--- config.mk ---
export PLATFORM = sky130hd
export DESIGN_NAME = spi_regfile_peripheral
export DESIGN_NICKNAME = d
export VERILOG_FILES = /design/src/rtl/spi_regfile_peripheral.sv
export SDC_FILE = /design/constraint.sdc
export NUM_CORES = 1
export LEC_CHECK = 0
export ABC_CLOCK_PERIOD_IN_PS = 4000
export CORE_ASPECT_RATIO = 0.7
export CORE_MARGIN = 3
export CORE_UTILIZATION = 45
export CTS_BUF_LIST = sky130_fd_sc_hd__clkbuf_16
export CTS_CLUSTER_DIAMETER = 80
export DETAILED_ROUTE_END_ITERATION = 12
export GPL_ROUTABILITY_DRIVEN = 0
export PLACE_DENSITY = 0.66
export SETUP_SLACK_MARGIN = 0.4
export SLEW_MARGIN = 20
export SYNTH_ARGS = -nofsm -noshare
export SYNTH_HDL_FRONTEND = slang
export SYNTH_SLANG_ARGS = --single-unit
--- constraint.sdc ---
create_clock -name clk -period 4 [get_ports clk]
set_input_delay 0.6 -clock clk [delete_from_list [all_inputs] [get_ports clk]]
set_output_delay 0.6 -clock clk [all_outputs]
set_load 0.01 [all_outputs]
--- src/rtl/spi_regfile_peripheral.sv ---
// SPI (mode 0) slave exposing a small register file to the clk domain.
// Frames are 1 + ADDR_W + DATA_W bits, MSB first: R/W (1 = write), address, data.
// Writes commit when chip select rises after a complete frame. Reads return the
// addressed register on CIPO during the data phase of the same frame.
//
// Ports:
//   clk, rst      system clock, asynchronous active-high reset
//   SCLK, COPI    SPI clock and data from the controller (asynchronous to clk)
//   nCS           active-low chip select
//   CIPO          serial read data, CIPO_oe its output enable
//   regs_out      flattened register file, register k at [k*DATA_W +: DATA_W]
//   wr_pulse      one-clk strobe per register commit, wr_addr its address
//   frame_err     sticky malformed-frame flag
module spi_regfile_peripheral #(
    parameter int                NUM_REGS = 5,
    parameter int                ADDR_W   = 7,
    parameter int                DATA_W   = 8,
    parameter logic [DATA_W-1:0] RST_VAL  = '0
) (
    input  logic                       clk,
    input  logic                       rst,
    input  logic                       SCLK,
    input  logic                       COPI,
    input  logic                       nCS,
    output logic                       CIPO,
    output logic                       CIPO_oe,
    output logic [NUM_REGS*DATA_W-1:0] regs_out,
    output logic                       wr_pulse,
    output logic [ADDR_W-1:0]          wr_addr,
    output logic                       frame_err
);

    localparam int F  = 1 + ADDR_W + DATA_W;
    localparam int CW = $clog2(F + 2);
    localparam logic [CW-1:0] F_CNT     = CW'(F);
    localparam logic [CW-1:0] ADDR_DONE = CW'(1 + ADDR_W);

    typedef enum logic [1:0] {IDLE, ADDR, DATA, DONE} state_t;

    // Synchronizers: stages [0],[1] resolve metastability, [2] is the edge reference.
    logic [2:0] sclk_sy, ncs_sy;
    logic [1:0] copi_sy;

    always_ff @(posedge clk or posedge rst) begin
        if (rst) begin
            sclk_sy <= 3'b000;
            ncs_sy  <= 3'b111;
            copi_sy <= 2'b00;
        end else begin
            sclk_sy <= {sclk_sy[1:0], SCLK};
            ncs_sy  <= {ncs_sy[1:0], nCS};
            copi_sy <= {copi_sy[0], COPI};
        end
    end

    logic sclk_rise, sclk_fall, ncs_fall, ncs_rise, copi_s;
    assign sclk_rise = sclk_sy[1] & ~sclk_sy[2];
    assign sclk_fall = ~sclk_sy[1] & sclk_sy[2];
    assign ncs_fall  = ~ncs_sy[1] & ncs_sy[2];
    assign ncs_rise  = ncs_sy[1] & ~ncs_sy[2];
    assign copi_s    = copi_sy[1];

    state_t              state;
    logic [CW-1:0]       cnt;
    logic [F-1:0]        sr;
    logic [DATA_W-1:0]   dout;
    logic                cipo_q, oe_q;
    logic [1:0]          warm;
    logic                commit_req;
    logic [ADDR_W-1:0]   commit_addr;
    logic [DATA_W-1:0]   commit_data;
    logic [DATA_W-1:0]   regs [NUM_REGS];

    // If nCS is already low when rst releases, the synchronizer refill looks like
    // a fall; ignore falls until the pipeline holds real pin values so a frame
    // interrupted by reset is never picked up half-way.
    logic armed;
    assign armed = (warm == 2'd3);

    logic [F-1:0]      sr_nxt;
    logic [CW-1:0]     cnt_nxt;
    logic [ADDR_W-1:0] addr_nxt, addr_cur;
    logic              rw_nxt, rw_cur, addr_ok;
    logic [DATA_W-1:0] rd_sel;

    assign sr_nxt   = {sr[F-2:0], copi_s};
    assign cnt_nxt  = cnt + CW'(1);
    assign addr_nxt = sr_nxt[ADDR_W-1:0];
    assign rw_nxt   = sr_nxt[ADDR_W];
    assign addr_cur = sr[ADDR_W+DATA_W-1:DATA_W];
    assign rw_cur   = sr[F-1];

    // Address decode by comparison loop; out-of-range addresses read as zero
    // and never match for commit.
    always_comb begin
        rd_sel  = '0;
        addr_ok = 1'b0;
        for (int k = 0; k < NUM_REGS; k++) begin
            if (addr_nxt == ADDR_W'(k)) rd_sel = regs[k];
            if (addr_cur == ADDR_W'(k)) addr_ok = 1'b1;
        end
    end

    always_ff @(posedge clk or posedge rst) begin
        if (rst) begin
            state       <= IDLE;
            cnt         <= '0;
            sr          <= '0;
            dout        <= '0;
            cipo_q      <= 1'b0;
            oe_q        <= 1'b0;
            warm        <= 2'd0;
            frame_err   <= 1'b0;
            commit_req  <= 1'b0;
            commit_addr <= '0;
            commit_data <= '0;
        end else begin
            commit_req <= 1'b0;
            oe_q       <= ~ncs_sy[2];
            if (!armed) warm <= warm + 2'd1;

            if (ncs_fall && armed) begin
                state  <= ADDR;
                cnt    <= '0;
                sr     <= '0;
                cipo_q <= 1'b0;
            end else if (ncs_rise) begin
                state  <= IDLE;
                cipo_q <= 1'b0;
                case (state)
                    DONE: begin
                        if (rw_cur && addr_ok) begin
                            commit_req  <= 1'b1;
                            commit_addr <= addr_cur;
                            commit_data <= sr[DATA_W-1:0];
                        end
                    end
                    ADDR, DATA: frame_err <= 1'b1;   // short frame
                    default: ;
                endcase
            end else if (state != IDLE) begin
                if (sclk_rise) begin
                    if (state == DONE) begin
                        // Overlong frame: drop it; the later nCS rise finds IDLE.
                        state     <= IDLE;
                        frame_err <= 1'b1;
                    end else begin
                        sr  <= sr_nxt;
                        cnt <= (cnt == F_CNT) ? cnt : cnt_nxt;
                        if (cnt_nxt == ADDR_DONE) begin
                            state <= DATA;
                            dout  <= rw_nxt ? '0 : rd_sel;
                        end
                        if (cnt_nxt == F_CNT) state <= DONE;
                    end
                end else if (sclk_fall && state == DATA) begin
                    cipo_q <= dout[DATA_W-1];
                    dout   <= {dout[DATA_W-2:0], 1'b0};
                end
            end
        end
    end

    assign CIPO    = cipo_q & oe_q & (state == DATA);
    assign CIPO_oe = oe_q;

    // Commit stage: one clk after the nCS rise is seen.
    always_ff @(posedge clk or posedge rst) begin
        if (rst) begin
            for (int k = 0; k < NUM_REGS; k++) regs[k] <= RST_VAL;
            wr_pulse <= 1'b0;
            wr_addr  <= '0;
        end else begin
            wr_pulse <= commit_req;
            if (commit_req) begin
                wr_addr <= commit_addr;
                for (int k = 0; k < NUM_REGS; k++)
                    if (commit_addr == ADDR_W'(k)) regs[k] <= commit_data;
            end
        end
    end

    for (genvar g = 0; g < NUM_REGS; g++) begin : g_out
        assign regs_out[g*DATA_W +: DATA_W] = regs[g];
    end

endmodule

# --- Word level (Yosys, flattened, before mapping) ---
# Cells that the tools add are included.
word_totals:
  regBits: 108
  in_bits: 5
  wordCells: 138
op_classes:
  n_addsub: 2
  n_eq_ne: 26
  n_mux: 47
  bitwise: 12
  reduce_logical: 30
ops:
  columns: ["cell", "n"]
  rows:
  - ["$mux W16", 5]
  - ["$mux W8", 10]
  - ["$eq A7 B2 Y1 const B", 6]
  - ["$mux W5", 6]
  - ["$eq A7 B1 Y1 const B", 3]
  - ["$eq A7 B3 Y1 const B", 3]
  - ["$logic_not A7 Y1", 3]
  - ["$mux W1", 19]
  - ["$mux W2", 7]
  - ["$reduce_bool A2 Y1", 7]
  - ["$eq A5 B5 Y1 const B", 2]
  - ["$reduce_and A2 Y1", 5]
  - ["$reduce_and A5 Y1", 2]
  - ["$reduce_bool A3 Y1", 3]
  - ["$reduce_and A4 Y1", 2]
  - ["$and A1 B1 Y1", 6]
  - ["$eq A2 B2 Y1 const B", 3]
  - ["$ne A2 B1 Y1 const B", 3]
  - ["$ne A2 B2 Y1 const B", 3]
  - ["$not A1 Y1", 6]
  - ["$reduce_and A3 Y1", 2]
  - ["$reduce_and A6 Y1", 1]
  - ["$add A5 B1 Y5 const B", 1]
  - ["$eq A5 B4 Y1 const B", 1]
  - ["other kinds (6)", 8]

# --- Longest topological paths before layout ---
logic_depth:
  word_depth: 11
  ltp_mapped: 8

# --- Worst setup path after synthesis ---
# OpenSTA, ideal clock, no wires.
synth_path:
  path_type: "register -> register"
  startpoint: "reg warm[0]"
  endpoint: "reg dout[0]"
  setup_time_ns: 0.125
  arrival_ns: 1.889
  path_slack_ns: 1.986
  path_stages_with_launch: 9
  path_buffers: 1
  period_less_slack_ns: 2.014
  cell_sequence: "dfrtp_1 > ha_1 > nand2b_4 > or2_1 > buf_6 > nand2_4 > nor3_4 > a21boi_4 > mux2_4"
synth_via:
  elab_chain_len: 4
synth_rtl:
  columns: ["element", "line", "rtl"]
  rows:
  - ["from (decl)", "68", "logic [1:0] warm;"]
  - ["from (signal assigned)", "120", "if (!armed) warm <= warm + 2'd1;"]
  - ["$eq A2 B2 Y1", "78", "assign armed = (warm == 2'd3);"]
  - ["$logic_and A1 B1 Y1", "122", "if (ncs_fall && armed) begin"]
  - ["$not A1 Y1 (no source line)", null, null]
  - ["$reduce_and A6 Y1 (no source line)", null, null]
  - ["to (signal assigned)", "152", "dout <= rw_nxt ? '0 : rd_sel;"]
  - ["to (signal assigned)", "158", "dout <= {dout[DATA_W-2:0], 1'b0};"]
  - ["to (decl)", "66", "logic [DATA_W-1:0] dout;"]
# No other way between the ends.
# A chain may end at the register's enable or synchronous reset.

# --- Worst setup path in the final report ---
# Same ends and word-level chain as after synthesis.

==> out/summary.txt <==
Post-synth EDFFs: 0
Total clock sinks: 108
CP peak stage delay: 500 ps
Flops & latches, synth: 108
Worst slew margin: 37.84%
Routed len/inst: 17.28 um
Slew @ Worst Pin: 932.4 ps
Max-Cap Viols: 0
Most common flop cell mapped by yosys: dfrtp_1
Root buf cell: clkbuf_16
Max clock buf depth: 2
Post-CTS sizing: 0
Total gr overflow: 0
Final setup TNS: 0 ps
Register area: 0.002706 mm2
RSZ-0062 raised after global routing: false
Hpwl dp: 6803 um
Critical-path maximum fanout: 18
Area of the multi-input gates: 0.001923 mm2
Layout cells sized above 1: 21.69%
Post-synth ARST share: 100.0%
Clock Latency Late Sink: 340 ps
Vias in the first global route: 3041
Final hold vios: 0
Filler instances: 788
Post-route insts no fill: 566
Die W: 128.5 um
Setup bufs post-CTS: 0
Post-synth cell types: 45
Worst hold slack: 350.3 ps
IO Port Bufs: 55
Inst Count DP: 550
Slew Viols, Final: 0
N_diodes: 0
Vias: 3122
Fin nets: 445
Mapped cell area: 0.004727 mm2
Crit. End Element: flop
Pleak: 0.002553 uW
Synthesized area per cell: 12.51 um2
Syn_nets: 390
Crit-path slowest cell: or2_1
CTS H-tree depth: 3
Required @ worst endpoint: 4220 ps
Initial antenna violation count: 0
Post-layout min period: 2549 ps
Clock Skew: 6.297 ps
Status: complete, no violations
Setup violators final: 0
Chip Height: 91.75 um
Die ar.: 0.01179 mm2
Pwr/cell area: 389.4 mW/mm2
Area growth syn-to-layout: 20.22%
Largest net degree at the start of global routing: 77
Hold_buf cts: 0
WL final: 9782 um
Sequential fraction of the synthesis area: 57.25%
Core Util, Final: 57.13%
Synth warnings: 0
# DRC: 0
First-pass GRT wire length: 16050 um
Top delay family on crit path: simple AND/OR/NAND/NOR gates
Vias per cell: 5.516
Initial Util: 47.52%
Tcrit/Tclk final: 63.73%
Max rail drop VDD: 0.0002605 V
Pre-Repair DR Iteration Count: 4
Cells after Synth: 378
GR Util All Layers: 17.42%
Fmax: 392.3 MHz
CP Buf/Inv Count: 0
CP Class: reg -> reg
CP Launch Type: flop
Iter 0 DRT Violations: 233
Synth area leader: dfrtp_1
Antenna-violating nets left: 0
Crit-path cells: ha_1 -> nand2b_4 -> or2_1 -> nand2_4 -> nor3_4 -> a21boi_4 -> mux2_4
CORE AREA: 0.009947 mm2
CTS clock-pin slew for the worst setup and hold paths: 70 ps
Worst path arrival time: 2770 ps
Synth top area share: 55.58%
Largest cells by area after synthesis: dfrtp_1, mux2_2, mux4_2
Power after layout: 2213 uW
Ports: 56
Row count: 30
CTS Buf Count: 9
Tightest Hold Check Type: reg -> reg
CTS tree: built
==> power breakdown <==
group          leakage, uW  total [uW]  internal (uW)  switching, uW
clock network     0.000141         849            477            372
logic             0.000960         154           67.2           86.5
registers          0.00145        1210           1150           63.5
total              0.00255        2210           1690            522
==> worst paths after layout <==
| kind | from | to | slack (ps) | depth (start not counted) |
|---|---|---|---|---|
| worst max register to register | warm[0] | dout[0] | 1450 | 7 |
| min in group asynchronous | rst | cnt[3] | 820 | 2 |
| worst max-delay path | warm[0] | dout[0] | 1450 | 7 |
| max in group asynchronous | rst | dout[3] | 2360 | 3 |
| worst min register to register | sclk_sy[0] | sclk_sy[1] | 350 | 0 |
| worst min-delay path | sclk_sy[0] | sclk_sy[1] | 350 | 0 |
==> layer usage <==
metal	track usage, %	vias up	routed length, um
met3	4.773	10	503
met4	5.157	0	146
met5	0	-	0
li1	-	1466	-
met1	25.83	1567	4824
met2	25.04	79	4309
==> cell usage in the layout, fill, tap and decap left out, drive strengths merged, types with 2 or more instances in the layout <==
| cell type | synthesis | final |
|---|---|---|
| xnor2 | 3 | 3 |
| clkdlybuf4s50 | 0 | 55 |
| nor2b | 9 | 9 |
| a21oi | 6 | 6 |
| o21ai | 23 | 23 |
| ha | 7 | 7 |
| nand2b | 3 | 3 |
| o221ai | 7 | 7 |
| mux2 | 60 | 60 |
| nor3 | 8 | 8 |
| nor2 | 21 | 21 |
| a221oi | 2 | 2 |
| clkinv | 0 | 4 |
| a31oi | 7 | 7 |
| xor2 | 2 | 2 |
| and2 | 5 | 5 |
| nor4 | 3 | 3 |
| nand2 | 42 | 42 |
| mux2i | 3 | 3 |
| dfrtp | 105 | 105 |
| mux4 | 8 | 8 |
| o21a | 7 | 7 |
| nand3 | 10 | 10 |
| inv | 9 | 10 |
| buf | 5 | 3 |
| dfstp | 3 | 3 |
| clkbuf | 9 | 9 |
==> cell usage after synthesis, drive strengths merged (8+ instances only) <==
master	n
dfrtp	105
inv	9
nor2b	9
clkbuf	9
nand2	42
nand3	10
nor2	21
mux2	60
o21ai	23
mux4	8
nor3	8
==> worst register-to-register path: stages, from the launching register on <==
cell      delay [ps]
dfrtp_1          400
ha_1             270
nand2b_4         120
or2_1            500
nand2_4          130
nor3_4           330
a21boi_4         360
mux2_4           330
==> cell type report <==
| cell class | count | area share, % |
|---|---|---|
| Sequential cell | 108 | 47.62 |
| Clock buffer | 9 | 3.963 |
| Clock inverter | 7 | 1.035 |
| Multi-Input combinational cell | 247 | 33.84 |
| Tap cell | 128 | 2.818 |
| Inverter | 9 | 0.6385 |
| Timing Repair Buffer | 58 | 10.08 |
==> state kept, by name, summed over array words and instances (netlist names) <==
register     flops
regs_out        40
sr              16
commit_data      8
dout             8
commit_addr      7
wr_addr          7
cnt              5
ncs_sy           3
sclk_sy          3
copi_sy          2
state            2
warm             2
CIPO_oe          1
cipo_q           1
commit_req       1
frame_err        1
wr_pulse         1
==> logic make-up (layout without fill, tap and decap cells) <==
kind of cell	count (synthesis)	after routing	synth area share, %
flops	108	108	57.25
mux	71	71	18.82
simple gates	107	107	11.06
buf+inv	23	83	2.064
compound gates	57	57	7.862
fa+ha+maj	7	7	1.853
xor+xnor	5	5	1.085
==> stage by stage <==
stage	cell area, um2	worst slack [ps]
global placement	5399	1507
CTS	5683	1450
finish	5683	1451
floorplan	4727	559.4
global route	5683	1253
detailed placement	5399	1456
No activity file was read; power rests on OpenSTA's default activity.
